--- src/rtl/controladora_multiciclo.sv ---
// ============================================================================
// Module      : controladora_multiciclo
// Description : Multicycle MIPS main control FSM with memory-ready handshake,
//               illegal-opcode detection and a memory-wait watchdog.
// Revision    : 1.0 - initial release
// ============================================================================
`default_nettype none

module controladora_multiciclo #(
    parameter int MEM_HANDSHAKE = 1,
    parameter int TIMEOUT_W     = 4
) (
    input  logic       clk,
    input  logic       rst_n,
    input  logic [5:0] Op,
    input  logic       mem_pronto,
    output logic       IouD,
    output logic       LeMem,
    output logic       EscreveMem,
    output logic       EscreveIR,
    output logic       EscreveReg,
    output logic       EscrevePC,
    output logic       EscrevePCCond,
    output logic       BranchNe,
    output logic       ExtZero,
    output logic       OrigUlaA,
    output logic [1:0] RegDst,
    output logic [1:0] MemparaReg,
    output logic [1:0] OrigUlaB,
    output logic [1:0] OrigPC,
    output logic [2:0] OpULA,
    output logic [3:0] estado,
    output logic       instr_fim,
    output logic       excecao,
    output logic       erro_mem
);

    typedef enum logic [3:0] {
        S_FETCH    = 4'd0,
        S_DECODE   = 4'd1,
        S_MEMADR   = 4'd2,
        S_MEMREAD  = 4'd3,
        S_MEMWB    = 4'd4,
        S_MEMWRITE = 4'd5,
        S_EXEC     = 4'd6,
        S_RWB      = 4'd7,
        S_BRANCH   = 4'd8,
        S_JUMP     = 4'd9,
        S_IEXEC    = 4'd10,
        S_IWB      = 4'd11,
        S_JAL      = 4'd12
    } estado_t;

    localparam logic [TIMEOUT_W-1:0] LIMITE = '1;

    estado_t              estado_q, estado_d;
    logic [5:0]           op_q;
    logic [TIMEOUT_W-1:0] cnt_q, cnt_d;
    logic                 ready;
    logic                 mem_espera;
    logic                 timeout;

    assign ready      = (MEM_HANDSHAKE != 0) ? mem_pronto : 1'b1;
    assign mem_espera = (MEM_HANDSHAKE != 0) && !ready &&
                        (estado_q inside {S_FETCH, S_MEMREAD, S_MEMWRITE});
    assign timeout    = mem_espera && (cnt_q == LIMITE);
    assign estado     = estado_q;

    always_comb begin
        estado_d      = estado_q;
        cnt_d         = (mem_espera && !timeout) ? cnt_q + 1'b1 : '0;
        IouD          = 1'b0;
        LeMem         = 1'b0;
        EscreveMem    = 1'b0;
        EscreveIR     = 1'b0;
        EscreveReg    = 1'b0;
        EscrevePC     = 1'b0;
        EscrevePCCond = 1'b0;
        BranchNe      = 1'b0;
        ExtZero       = 1'b0;
        OrigUlaA      = 1'b0;
        RegDst        = 2'b00;
        MemparaReg    = 2'b00;
        OrigUlaB      = 2'b00;
        OrigPC        = 2'b00;
        OpULA         = 3'b000;
        instr_fim     = 1'b0;
        excecao       = 1'b0;
        erro_mem      = 1'b0;

        case (estado_q)
            S_FETCH: begin
                LeMem    = 1'b1;
                OrigUlaB = 2'b01;
                if (timeout) begin
                    erro_mem = 1'b1;
                end else if (ready) begin
                    EscreveIR = 1'b1;
                    EscrevePC = 1'b1;
                    estado_d  = S_DECODE;
                end
            end
            S_DECODE: begin
                OrigUlaB = 2'b11;
                case (Op)
                    6'b000000:                       estado_d = S_EXEC;
                    6'b100011, 6'b101011:            estado_d = S_MEMADR;
                    6'b000100, 6'b000101:            estado_d = S_BRANCH;
                    6'b000010:                       estado_d = S_JUMP;
                    6'b000011:                       estado_d = S_JAL;
                    6'b001000, 6'b001010, 6'b001100,
                    6'b001101, 6'b001110:            estado_d = S_IEXEC;
                    default: begin
                        excecao  = 1'b1;
                        estado_d = S_FETCH;
                    end
                endcase
            end
            S_MEMADR: begin
                OrigUlaA = 1'b1;
                OrigUlaB = 2'b10;
                estado_d = (op_q == 6'b101011) ? S_MEMWRITE : S_MEMREAD;
            end
            S_MEMREAD: begin
                LeMem = 1'b1;
                IouD  = 1'b1;
                if (timeout) begin
                    erro_mem = 1'b1;
                    estado_d = S_FETCH;
                end else if (ready) begin
                    estado_d = S_MEMWB;
                end
            end
            S_MEMWB: begin
                EscreveReg = 1'b1;
                MemparaReg = 2'b01;
                instr_fim  = 1'b1;
                estado_d   = S_FETCH;
            end
            S_MEMWRITE: begin
                IouD = 1'b1;
                // An expired watchdog drops the pending store entirely.
                if (timeout) begin
                    erro_mem = 1'b1;
                    estado_d = S_FETCH;
                end else begin
                    EscreveMem = 1'b1;
                    if (ready) begin
                        instr_fim = 1'b1;
                        estado_d  = S_FETCH;
                    end
                end
            end
            S_EXEC: begin
                OrigUlaA = 1'b1;
                OpULA    = 3'b010;
                estado_d = S_RWB;
            end
            S_RWB: begin
                EscreveReg = 1'b1;
                RegDst     = 2'b01;
                instr_fim  = 1'b1;
                estado_d   = S_FETCH;
            end
            S_IEXEC: begin
                OrigUlaA = 1'b1;
                OrigUlaB = 2'b10;
                case (op_q)
                    6'b001010: OpULA = 3'b011;
                    6'b001100: begin OpULA = 3'b100; ExtZero = 1'b1; end
                    6'b001101: begin OpULA = 3'b101; ExtZero = 1'b1; end
                    6'b001110: begin OpULA = 3'b110; ExtZero = 1'b1; end
                    default:   OpULA = 3'b000;
                endcase
                estado_d = S_IWB;
            end
            S_IWB: begin
                EscreveReg = 1'b1;
                instr_fim  = 1'b1;
                estado_d   = S_FETCH;
            end
            S_BRANCH: begin
                OrigUlaA      = 1'b1;
                OpULA         = 3'b001;
                OrigPC        = 2'b01;
                EscrevePCCond = 1'b1;
                BranchNe      = (op_q == 6'b000101);
                instr_fim     = 1'b1;
                estado_d      = S_FETCH;
            end
            S_JUMP: begin
                OrigPC    = 2'b10;
                EscrevePC = 1'b1;
                instr_fim = 1'b1;
                estado_d  = S_FETCH;
            end
            S_JAL: begin
                EscreveReg = 1'b1;
                RegDst     = 2'b10;
                MemparaReg = 2'b10;
                OrigPC     = 2'b10;
                EscrevePC  = 1'b1;
                instr_fim  = 1'b1;
                estado_d   = S_FETCH;
            end
            default: estado_d = S_FETCH;
        endcase

        // Reset asserted: nothing may reach the datapath, even combinationally.
        if (!rst_n) begin
            IouD          = 1'b0;
            LeMem         = 1'b0;
            EscreveMem    = 1'b0;
            EscreveIR     = 1'b0;
            EscreveReg    = 1'b0;
            EscrevePC     = 1'b0;
            EscrevePCCond = 1'b0;
            BranchNe      = 1'b0;
            ExtZero       = 1'b0;
            OrigUlaA      = 1'b0;
            RegDst        = 2'b00;
            MemparaReg    = 2'b00;
            OrigUlaB      = 2'b00;
            OrigPC        = 2'b00;
            OpULA         = 3'b000;
            instr_fim     = 1'b0;
            excecao       = 1'b0;
            erro_mem      = 1'b0;
        end
    end

    always_ff @(posedge clk or negedge rst_n) begin
        if (!rst_n) begin
            estado_q <= S_FETCH;
            op_q     <= '0;
            cnt_q    <= '0;
        end else begin
            estado_q <= estado_d;
            cnt_q    <= cnt_d;
            if (estado_q == S_DECODE) begin
                op_q <= Op;
            end
        end
    end

endmodule

`default_nettype wire

--- config.mk ---
export PLATFORM = sky130hd
export DESIGN_NAME = controladora_multiciclo
export DESIGN_NICKNAME = d
export VERILOG_FILES = /design/src/rtl/controladora_multiciclo.sv
export SDC_FILE = /design/constraint.sdc
export NUM_CORES = 1
export LEC_CHECK = 0
export ABC_AREA = 0
export BUFFER_PORTS_ARGS = -buffer_cell sky130_fd_sc_hd__buf_4
export CORE_ASPECT_RATIO = 1.1
export CORE_MARGIN = 2
export CORE_UTILIZATION = 40
export DETAILED_ROUTE_END_ITERATION = 7
export PLACE_DENSITY = 0.63
export RECOVER_POWER = 100
export SLEW_MARGIN = 0
export SYNTH_ARGS = -nofsm -noshare
export SYNTH_HDL_FRONTEND = slang
export SYNTH_SLANG_ARGS = --single-unit
--- constraint.sdc ---
create_clock -name clk -period 4.2 [get_ports clk]
set_input_delay 1.26 -clock clk [delete_from_list [all_inputs] [get_ports clk]]
set_output_delay 1.26 -clock clk [all_outputs]
set_load 0.02 [all_outputs]
==> results.py, run 1 <==
metrics = {
    "logic_synthesis": {
        "yosysWarningCount": 0,
        "netlist.top_cell.by_area": "sky130_fd_sc_hd__dfrtp_1",
        "avgSynthCellArea_um2": 8.22,
        "synth_area_leaders": "sky130_fd_sc_hd__dfrtp_1, sky130_fd_sc_hd__mux2_2, sky130_fd_sc_hd__nor2_1, sky130_fd_sc_hd__nand2_1, sky130_fd_sc_hd__o21ai_0",
        "ys_seq_area_share_pct": 30.0,
        "mappedNetlistNets": 152,
        "post-synth-top-area-fraction_pct": 30.0,
        "synth_cells": 142,
        "postSynthRegisterBits": 14,
        "syn-cell-area_um2": 1170,
        "synth.lib_cells_used.distinct": 42,
    },
    "setup_path": {
        "cpPeakStageDelay_ns": 0.48,
        "critical_path.n_buffers_inverters": 2,
        "critical_path.reg2reg.startpoint": "estado[2]",
        "criticalPathCategory": "in2out",
        "timing.critical_path.cells": "clkbuf_1, nand2_1, or4_1, nor3_1, clkbuf_1",
        "critical_path_required_time_ns": 2.94,
        "critical_path.top_delay_family": "simple AND/OR/NAND/NOR gates",
        "worstPathMaxFanout": 7,
        "worst-endpoint-arrival_ns": 2.57,
        "worstSetupEndpointType": "primary output",
        "cp_common_cell": "sky130_fd_sc_hd__clkbuf_1",
        "crit_path_start_kind": "input pin",
        "cp-startpoint": "rst_n",
        "crit_slowest_cell": "sky130_fd_sc_hd__or4_1",
    },
    "die": {
        "die_h_um": 60.7,
        "boundaryPins": 37,
        "initial_core_util_pct": 42.0,
        "rows": 20,
        "die-width_um": 55.5,
        "floorplan.die_area_um2": 3370,
        "core_region_area_um2": 2780,
    },
    "clock_network": {
        "latest_clock_arrival_within_the_worst_skew_pair_ns": 0.27,
        "number_of_gates_resized_after_cts": 0,
        "cts_setup_buffers": 0,
        "cts_hold_repair.buffers": 0,
        "tritoncts": "built",
        "cts.clk_slew.worst_paths_ns": 0.08,
        "cts_htree_levels": 1,
        "cts-root-buf": "sky130_fd_sc_hd__clkbuf_4",
        "cts_max_path_buffers": 2,
        "clkSinkCount": 14,
        "tritoncts.num_buffers": 3,
    },
    "sta": {
        "setup-tns-final_ns": 0,
        "setup_viol": 0,
        "worst-slew-pin-transition_ns": 1.68,
        "grt_setup_unrepaired": "no",
        "finalMaxSlewViolations": 10,
        "timing.max_slew.rel_slack_pct": -13.2,
        "post-route-min-period_ns": 3.83,
        "finalHoldViolations": 0,
        "final_critical_path_setup_slack_ns": 0.374,
        "fmax_mhz": 261,
        "portion_of_the_clock_cycle_consumed_by_the_worst_path_in_the_final_layout_pct": 91.1,
        "fin_skew_ns": 0.00415,
    },
    "final_layout": {
        "area_growth_pct": 13.1,
        "fin_area_um2": 1320,
        "nNetsFinal": 184,
        "n_antenna_cell": 0,
        "instances_no_fill": 205,
        "mostFrequentLayoutCells": "sky130_fd_sc_hd__clkbuf_1, sky130_fd_sc_hd__nor2_1, sky130_fd_sc_hd__dfrtp_1",
        "layout-drive-gt1-share_pct": 9.88,
        "mostFrequentLayoutCell": "sky130_fd_sc_hd__clkbuf_1",
    },
    "placement": {
        "dpl.cell_count": 202,
        "pre_cts_ws_ns": 0.537,
        "buffer_ports.inserted": 36,
        "routabilityCongestion": 0.797,
        "hpwl_um": 2280,
        "placement.cell_area_um2": 1420,
    },
    "drt": {
        "vias_per_cell": 5.68,
        "totalWireLength_um": 3070,
        "detail_route.first_pass.iterations": 4,
        "vias": 1164,
        "detail_route.drc_violations": 0,
        "drt_iter0_drc": 42,
        "wire_per_inst_um": 15.0,
        "ant_nets": 0,
    },
    "global_route": {
        "grt_util_all_layers_pct": 19.3,
        "grt_max_degree": 22,
        "number_of_antenna_violations_at_the_first_check_in_global_routing": 0,
        "grt_overflow": 0,
        "grt_pass1_wl_um": 5190,
        "first_global_vias": 1069,
    },
    "hold_path": {
        "worst_hold_path_type": "reg2reg",
        "timing.hold.worst.start": "cnt_q[0]",
    },
    "flow_run": {
        "cap_viol_max_count": 1,
    },
    "power_and_ir_drop": {
        "vdd.ir_drop.worst_mv": 0.279,
        "leakagePower_nw": 0.511,
        "powerDensity_nw_per_um2": 562,
    },
    "status": {
        "failed_checks": "max-capacitance violations, max-slew violations",
        "outcome": "finished, violations left",
    },
}
layout make-up:
cell class	count	area [um^2]
Fill cell	308	1460
Multi-Input combinational cell	116	729
Sequential cell	14	350
Timing Repair Buffer	37	169
Tap cell	33	41.3
Clock buffer	3	22.5
Inverter	2	7.51
cell usage after synthesis, drive strengths merged:
| cell | instances |
|---|---|
| o21ai | 9 |
| o31ai | 1 |
| a32oi | 1 |
| ha | 1 |
| nor3 | 6 |
| nor3b | 2 |
| xnor2 | 4 |
| a41oi | 1 |
| buf | 7 |
| or4 | 3 |
| a22oi | 1 |
| xor2 | 2 |
| or3 | 2 |
| and3b | 2 |
| a21o | 1 |
| nand3b | 3 |
| and3 | 2 |
| nor4bb | 1 |
| a31oi | 2 |
| nor4b | 4 |
| or2 | 2 |
| a21oi | 4 |
| and4 | 2 |
| nand3 | 5 |
| nand2b | 6 |
| a211oi | 2 |
| nor2 | 14 |
| and2 | 3 |
| nand2 | 13 |
| inv | 2 |
| dfrtp | 14 |
| clkbuf | 3 |
| mux2 | 6 |
| o311ai | 1 |
| nand4b | 1 |
| nor4 | 3 |
| nor2b | 6 |
through the flow:
stage	hold WS [ns]	utilization [%]	power [mW]
after floorplan	0.430	-	0.599
after global placement	0.444	51.2	0.713
after detailed placement	0.459	51.2	0.722
after CTS	0.470	52.0	0.797
after global routing	0.515	47.5	0.814
final	0.475	47.5	0.742
power breakdown:
group / internal, mW / switching (mW) / leakage (nW)
logic: 0.162 / 0.213 / 0.319
registers: 0.184 / 0.108 / 0.178
clock network: 0.0331 / 0.0410 / 0.0138
per-layer routing:
| layer | part of all wire, % | wire [um] | global-route usage (%) | vias up |
|---|---|---|---|---|
| li1 | - | - | - | 577 |
| met1 | 45 | 1390 | 26.4 | 544 |
| met2 | 48 | 1470 | 32.5 | 39 |
| met3 | 5.5 | 169 | 2.13 | 4 |
| met4 | 1.2 | 38 | 6.27 | 0 |
| met5 | 0 | 0 | 0 | - |
worst reg2reg max path: cells and delay by family, from the launching register on:
kind,cells,cell delay (ns)
compound gates,2,0.38
flops,1,0.63
simple gates,2,1.65
sequential cells by signal (all words and copies together), names as in the netlist:
signal	cells
op_q	6
estado	4
cnt_q	4
path summary, 6_finish.rpt:
kind                                   to  slack [ns]  depth (start not counted)
worst max-delay path             BranchNe        0.37                          5
max in group asynchronous        cnt_q[0]        2.79                          2
worst max register to register  estado[0]        1.48                          4
worst min-delay path             cnt_q[0]        0.48                          1
worst min register to register   cnt_q[0]        0.48                          1
min in group asynchronous       estado[2]        0.84                          1
cell families after synthesis:
group,Yosys count,share of synthesized area (%)
multiplexers,6,5.79
adder cells (fa/ha/maj),1,1.07
buffers and inverters,12,6.22
AO/OA/AOI/OAI,23,12.1
flip-flops,14,30.0
AND/OR/NAND/NOR,80,40.3
XOR/XNOR,6,4.50
No activity file was read; power rests on OpenSTA's default activity.
==> run 2: changes to the inputs <==
Settings changed: PLACE_DENSITY 0.63 to 0.7.
==> run 2 against run 1 <==
- the run still ends with max-capacitance violations, max-slew violations left
- critical path depth is 1 higher
- core utilization unchanged
- fmax rose by 1.4%
- clock skew about the same
- flip-flop and latch count did not move
- first-iteration DRC count is 4.8% lower
- via count up 3.6%
- critical endpoint is now EscreveMem
==> results.py, run 2 (synthesis results as in run 1) <==
metrics = {
    "sta": {
        "setup_viol": 0,
        "grt_setup_unrepaired": "no",
        "setup-tns-final_ns": 0,
        "timing.max_slew.rel_slack_pct": -12.8,
        "finalMaxSlewViolations": 10,
        "fin_skew_ns": 0.00432,
        "worst-slew-pin-transition_ns": 1.67,
        "portion_of_the_clock_cycle_consumed_by_the_worst_path_in_the_final_layout_pct": 89.9,
        "fmax_mhz": 265,
        "finalHoldViolations": 0,
        "post-route-min-period_ns": 3.77,
        "holdWs_ns": 0.465,
    },
    "setup_path": {
        "critical_path.n_buffers_inverters": 2,
        "timing.critical_path.cells": "clkbuf_1, nor3_1, a22oi_1, nor2b_1, nor3_1, clkbuf_1",
        "criticalPathCategory": "in2out",
        "crit_path_start_kind": "input pin",
        "critical_path.top_delay_family": "buffers and inverters",
        "critical_path_required_time_ns": 2.94,
        "worstPathMaxFanout": 7,
        "cpPeakStageDelay_ns": 0.37,
        "crit_slowest_cell": "sky130_fd_sc_hd__a22oi_1",
        "worst-endpoint-arrival_ns": 2.51,
        "worstSetupEndpointType": "primary output",
    },
    "die": {
        "rows": 20,
        "core_region_area_um2": 2780,
        "initial_core_util_pct": 42.0,
        "floorplan.die_area_um2": 3370,
        "die-width_um": 55.5,
        "die_h_um": 60.7,
        "boundaryPins": 37,
    },
    "power_and_ir_drop": {
        "vdd.ir_drop.worst_mv": 0.348,
        "powerDensity_nw_per_um2": 557,
        "power_mw": 0.735,
        "leakagePower_nw": 0.511,
    },
    "clock_network": {
        "cts_htree_levels": 1,
        "cts_hold_repair.buffers": 0,
        "tritoncts": "built",
        "latest_clock_arrival_within_the_worst_skew_pair_ns": 0.27,
        "cts-root-buf": "sky130_fd_sc_hd__clkbuf_4",
        "clkSinkCount": 14,
        "cts_max_path_buffers": 2,
        "cts_setup_buffers": 0,
        "tritoncts.num_buffers": 3,
        "number_of_gates_resized_after_cts": 0,
        "cts.clk_slew.worst_paths_ns": 0.07,
    },
    "drt": {
        "drt_iter0_drc": 40,
        "ant_nets": 0,
        "vias": 1206,
        "totalWireLength_um": 2930,
        "wire_per_inst_um": 14.3,
        "vias_per_cell": 5.88,
        "detail_route.drc_violations": 0,
        "detail_route.first_pass.iterations": 4,
    },
    "placement": {
        "hpwl_um": 2120,
        "routabilityCongestion": 0.839,
        "buffer_ports.inserted": 36,
    },
    "flow_run": {
        "cap_viol_max_count": 1,
    },
    "global_route": {
        "grt_pass1_wl_um": 4860,
        "number_of_antenna_violations_at_the_first_check_in_global_routing": 0,
        "first_global_vias": 1050,
        "grt_overflow": 0,
        "grt_max_degree": 22,
        "grt_util_all_layers_pct": 18.1,
    },
    "final_layout": {
        "number_of_flip_flops_in_the_largest_register": 6,
        "mostFrequentLayoutCells": "sky130_fd_sc_hd__clkbuf_1, sky130_fd_sc_hd__nor2_1, sky130_fd_sc_hd__dfrtp_1",
        "nNetsFinal": 184,
        "n_antenna_cell": 0,
        "final_util_pct": 47.5,
        "largest_register": "op_q",
        "mostFrequentLayoutCell": "sky130_fd_sc_hd__clkbuf_1",
        "fillers": 303,
        "layout-drive-gt1-share_pct": 8.72,
        "area_growth_pct": 13.1,
    },
    "status": {
        "failed_checks": "max-capacitance violations, max-slew violations",
        "outcome": "finished, violations left",
    },
    "hold_path": {
        "worst_hold_path_type": "reg2reg",
    },
}
[run 2: cell counts in the layout (fill, tap and decap cells not counted)]
Identical to the previous run, type by type.
[run 2: per-layer routing]
layer	global-route usage, %	part of all wire [%]	vias up
met5	0	0	-
met4	6.97	1.9	0
met3	3.20	5.3	10
met2	31.0	46	50
met1	23.3	47	571
li1	-	-	575
[run 2: area by class of cell]
| cell class | count | area [um^2] | area share (%) |
|---|---|---|---|
| clock buffers | 3 | 22.5 | 1.71 |
| flip-flops and latches | 14 | 350 | 26.5 |
| repair buffers | 37 | 169 | 12.8 |
| inverters | 2 | 7.51 | 0.569 |
| well taps | 33 | 41.3 | 3.13 |
| multi-input cells | 116 | 729 | 55.3 |
[run 2: power by group]
group / total (mW) / switching (mW) / internal (mW) / leakage, nW
Combinational: 0.368 / 0.210 / 0.157 / 0.319
Clock: 0.0728 / 0.0396 / 0.0332 / 0.0138
Sequential: 0.295 / 0.111 / 0.184 / 0.178
[run 2: worst paths after layout]
| check | start | endpoint | slack (ns) | cells after the start |
|---|---|---|---|---|
| hold / removal | cnt_q[0] | cnt_q[0] | 0.47 | 1 |
| setup reg to reg | estado[3] | estado[0] | 1.53 | 4 |
| max in group asynchronous | rst_n | op_q[1] | 3.00 | 2 |
| min in group asynchronous | rst_n | estado[2] | 0.82 | 1 |
| hold reg to reg | cnt_q[0] | cnt_q[0] | 0.47 | 1 |
| setup / recovery | mem_pronto | EscreveMem | 0.43 | 6 |
[run 2: through the flow]
step | cell area [um^2] | std cells | worst slack [ns]
2_1_floorplan | 1170 | 142 | 0.574
3_3_place_gp | 1420 | 202 | 0.557
3_5_place_dp | 1420 | 202 | 0.540
4_1_cts | 1440 | 205 | 0.482
5_1_grt | 1320 | 205 | 0.309
6_report | 1320 | 205 | 0.426
==> run 3: changes to the inputs <==
Settings changed: CORE_MARGIN 2 to 5, GPL_ROUTABILITY_DRIVEN set to 0.
==> run 3 against run 2 <==
- critical path depth unchanged
- the run still ends with max-capacitance violations, max-slew violations left
- sequential share of layout area decreased by 0.075 points
- design area up 0.28%
- largest cell class unchanged
- sequential power hardly changed
==> results.py, run 3 (synthesis results as in run 1) <==
metrics = {
    "drt": {
        "totalWireLength_um": 3170,
        "wire_per_inst_um": 15.5,
        "detail_route.first_pass.iterations": 5,
        "drt_iter0_drc": 57,
        "vias": 1215,
        "ant_nets": 0,
        "vias_per_cell": 5.93,
        "detail_route.drc_violations": 0,
    },
    "power_and_ir_drop": {
        "share_seq_of_total_power_pct": 39.7,
        "power_switching_mw": 0.370,
        "p_int_mw": 0.375,
        "netSwitchingFraction_pct": 49.7,
        "vdd.ir_drop.worst_mv": 0.321,
        "combinationalPowerShare_pct": 50.2,
        "powerDensity_nw_per_um2": 563,
        "power_frac_clock_pct": 10.1,
        "leakagePower_nw": 0.514,
    },
    "clock_network": {
        "cts_htree_levels": 1,
        "cts-root-buf": "sky130_fd_sc_hd__clkbuf_4",
        "tritoncts.num_buffers": 3,
        "cts_hold_repair.buffers": 0,
        "cts_setup_buffers": 0,
        "cts.clk_slew.worst_paths_ns": 0.07,
        "cts_max_path_buffers": 2,
        "latest_clock_arrival_within_the_worst_skew_pair_ns": 0.28,
        "tritoncts": "built",
        "clkSinkCount": 14,
        "number_of_gates_resized_after_cts": 0,
    },
    "sta": {
        "post-route-min-period_ns": 3.81,
        "grt_setup_unrepaired": "no",
        "final_critical_path_setup_slack_ns": 0.392,
        "finalMaxSlewViolations": 10,
        "finalHoldViolations": 0,
        "timing.max_slew.rel_slack_pct": -13.6,
        "setup-tns-final_ns": 0,
        "holdWs_ns": 0.465,
        "setup_viol": 0,
        "fmax_mhz": 263,
        "fin_skew_ns": 0.00907,
        "portion_of_the_clock_cycle_consumed_by_the_worst_path_in_the_final_layout_pct": 90.7,
        "worst-slew-pin-transition_ns": 1.68,
    },
    "status": {
        "outcome": "finished, violations left",
        "failed_checks": "max-capacitance violations, max-slew violations",
    },
    "setup_path": {
        "cpPeakStageDelay_ns": 0.37,
        "criticalPathCategory": "in2out",
        "reg2reg_slack_ns": 1.52,
        "crit_path_start_kind": "input pin",
        "critical_path.top_delay_family": "buffers and inverters",
        "worstSetupEndpointType": "primary output",
        "crit_slowest_cell": "sky130_fd_sc_hd__a22oi_1",
        "worstPathMaxFanout": 7,
        "worst-endpoint-arrival_ns": 2.55,
        "critical_path_required_time_ns": 2.94,
        "critical_path.n_buffers_inverters": 2,
        "timing.critical_path.cells": "clkbuf_1, nor3_1, a22oi_1, nor2b_1, nor3_1, clkbuf_1",
    },
    "global_route": {
        "grt_pass1_wl_um": 5240,
        "first_global_vias": 1133,
        "number_of_antenna_violations_at_the_first_check_in_global_routing": 0,
        "grt_max_degree": 22,
        "grt_overflow": 0,
        "grt_util_all_layers_pct": 16.5,
    },
    "die": {
        "initial_core_util_pct": 42.0,
        "die_h_um": 66.7,
        "core_region_area_um2": 2780,
        "die-width_um": 61.5,
        "floorplan.die_area_um2": 4100,
        "boundaryPins": 37,
        "rows": 20,
    },
    "hold_path": {
        "worst_hold_path_type": "reg2reg",
    },
    "flow_run": {
        "cap_viol_max_count": 1,
    },
    "final_layout": {
        "n_antenna_cell": 0,
        "mostFrequentLayoutCells": "sky130_fd_sc_hd__clkbuf_1, sky130_fd_sc_hd__nor2_1, sky130_fd_sc_hd__dfrtp_1",
        "mostFrequentLayoutCell": "sky130_fd_sc_hd__clkbuf_1",
        "fillers": 283,
        "layout-drive-gt1-share_pct": 9.30,
        "largest_register": "op_q",
        "nNetsFinal": 184,
        "area_growth_pct": 13.4,
        "number_of_flip_flops_in_the_largest_register": 6,
    },
    "placement": {
        "buffer_ports.inserted": 36,
        "pre_cts_ws_ns": 0.544,
        "hpwl_um": 2350,
    },
}
-- run 3: cell count changes in the layout (fill, tap and decap cells not counted), sizes merged --
cell and delta:
clkbuf -1, buf +1
-- run 3: path summary, 6_finish.rpt --
kind,to,start,cells past startpoint
min,cnt_q[0],cnt_q[0],1
max,EscreveMem,mem_pronto,6
max reg2reg,estado[0],estado[1],4
min in group asynchronous,estado[0],rst_n,1
min reg2reg,cnt_q[0],cnt_q[0],1
max in group asynchronous,op_q[1],rst_n,2
-- run 3: worst reg2reg max path, delay by kind of cell (launching register included) --
kind,cells,cell delay (ns)
AO/OA/AOI/OAI,2,0.35
flip-flops,1,0.61
AND/OR/NAND/NOR,2,1.67
-- run 3: area by class of cell --
type	count	area, um^2	share of cell area [%]
repair buffers	37	173	13.0
flip-flops and latches	14	350	26.5
clock buffers	3	22.5	1.70
multi-input cells	116	729	55.1
inverters	2	7.51	0.567
well taps	33	41.3	3.12
-- run 3: power groups by stage --
stage               clock network (mW)  registers [mW]  logic, mW
floorplan                            0           0.243      0.356
global placement                     0           0.297      0.416
detailed placement                   0           0.302      0.424
CTS                             0.0773           0.298      0.427
global route                    0.0819           0.310      0.415
finish                          0.0754           0.296      0.374
-- run 3: layer usage --
metal / global-route usage (%) / share of wire, % / vias up
li1: - / - / 574
met1: 21.7 / 44 / 582
met2: 26.6 / 46 / 54
met3: 3.10 / 8.4 / 5
met4: 5.31 / 1.2 / 0
met5: 0 / 0 / -
-- run 3: through the flow --
step / util, % / power [mW] / area, um^2 / cells
6_report: 47.7 / 0.746 / 1320 / 205
5_1_grt: 47.7 / 0.807 / 1320 / 205
4_1_cts: 52.0 / 0.802 / 1440 / 205
3_3_place_gp: 51.2 / 0.713 / 1420 / 202
2_1_floorplan: - / 0.599 / 1170 / 142
3_5_place_dp: 51.2 / 0.726 / 1420 / 202
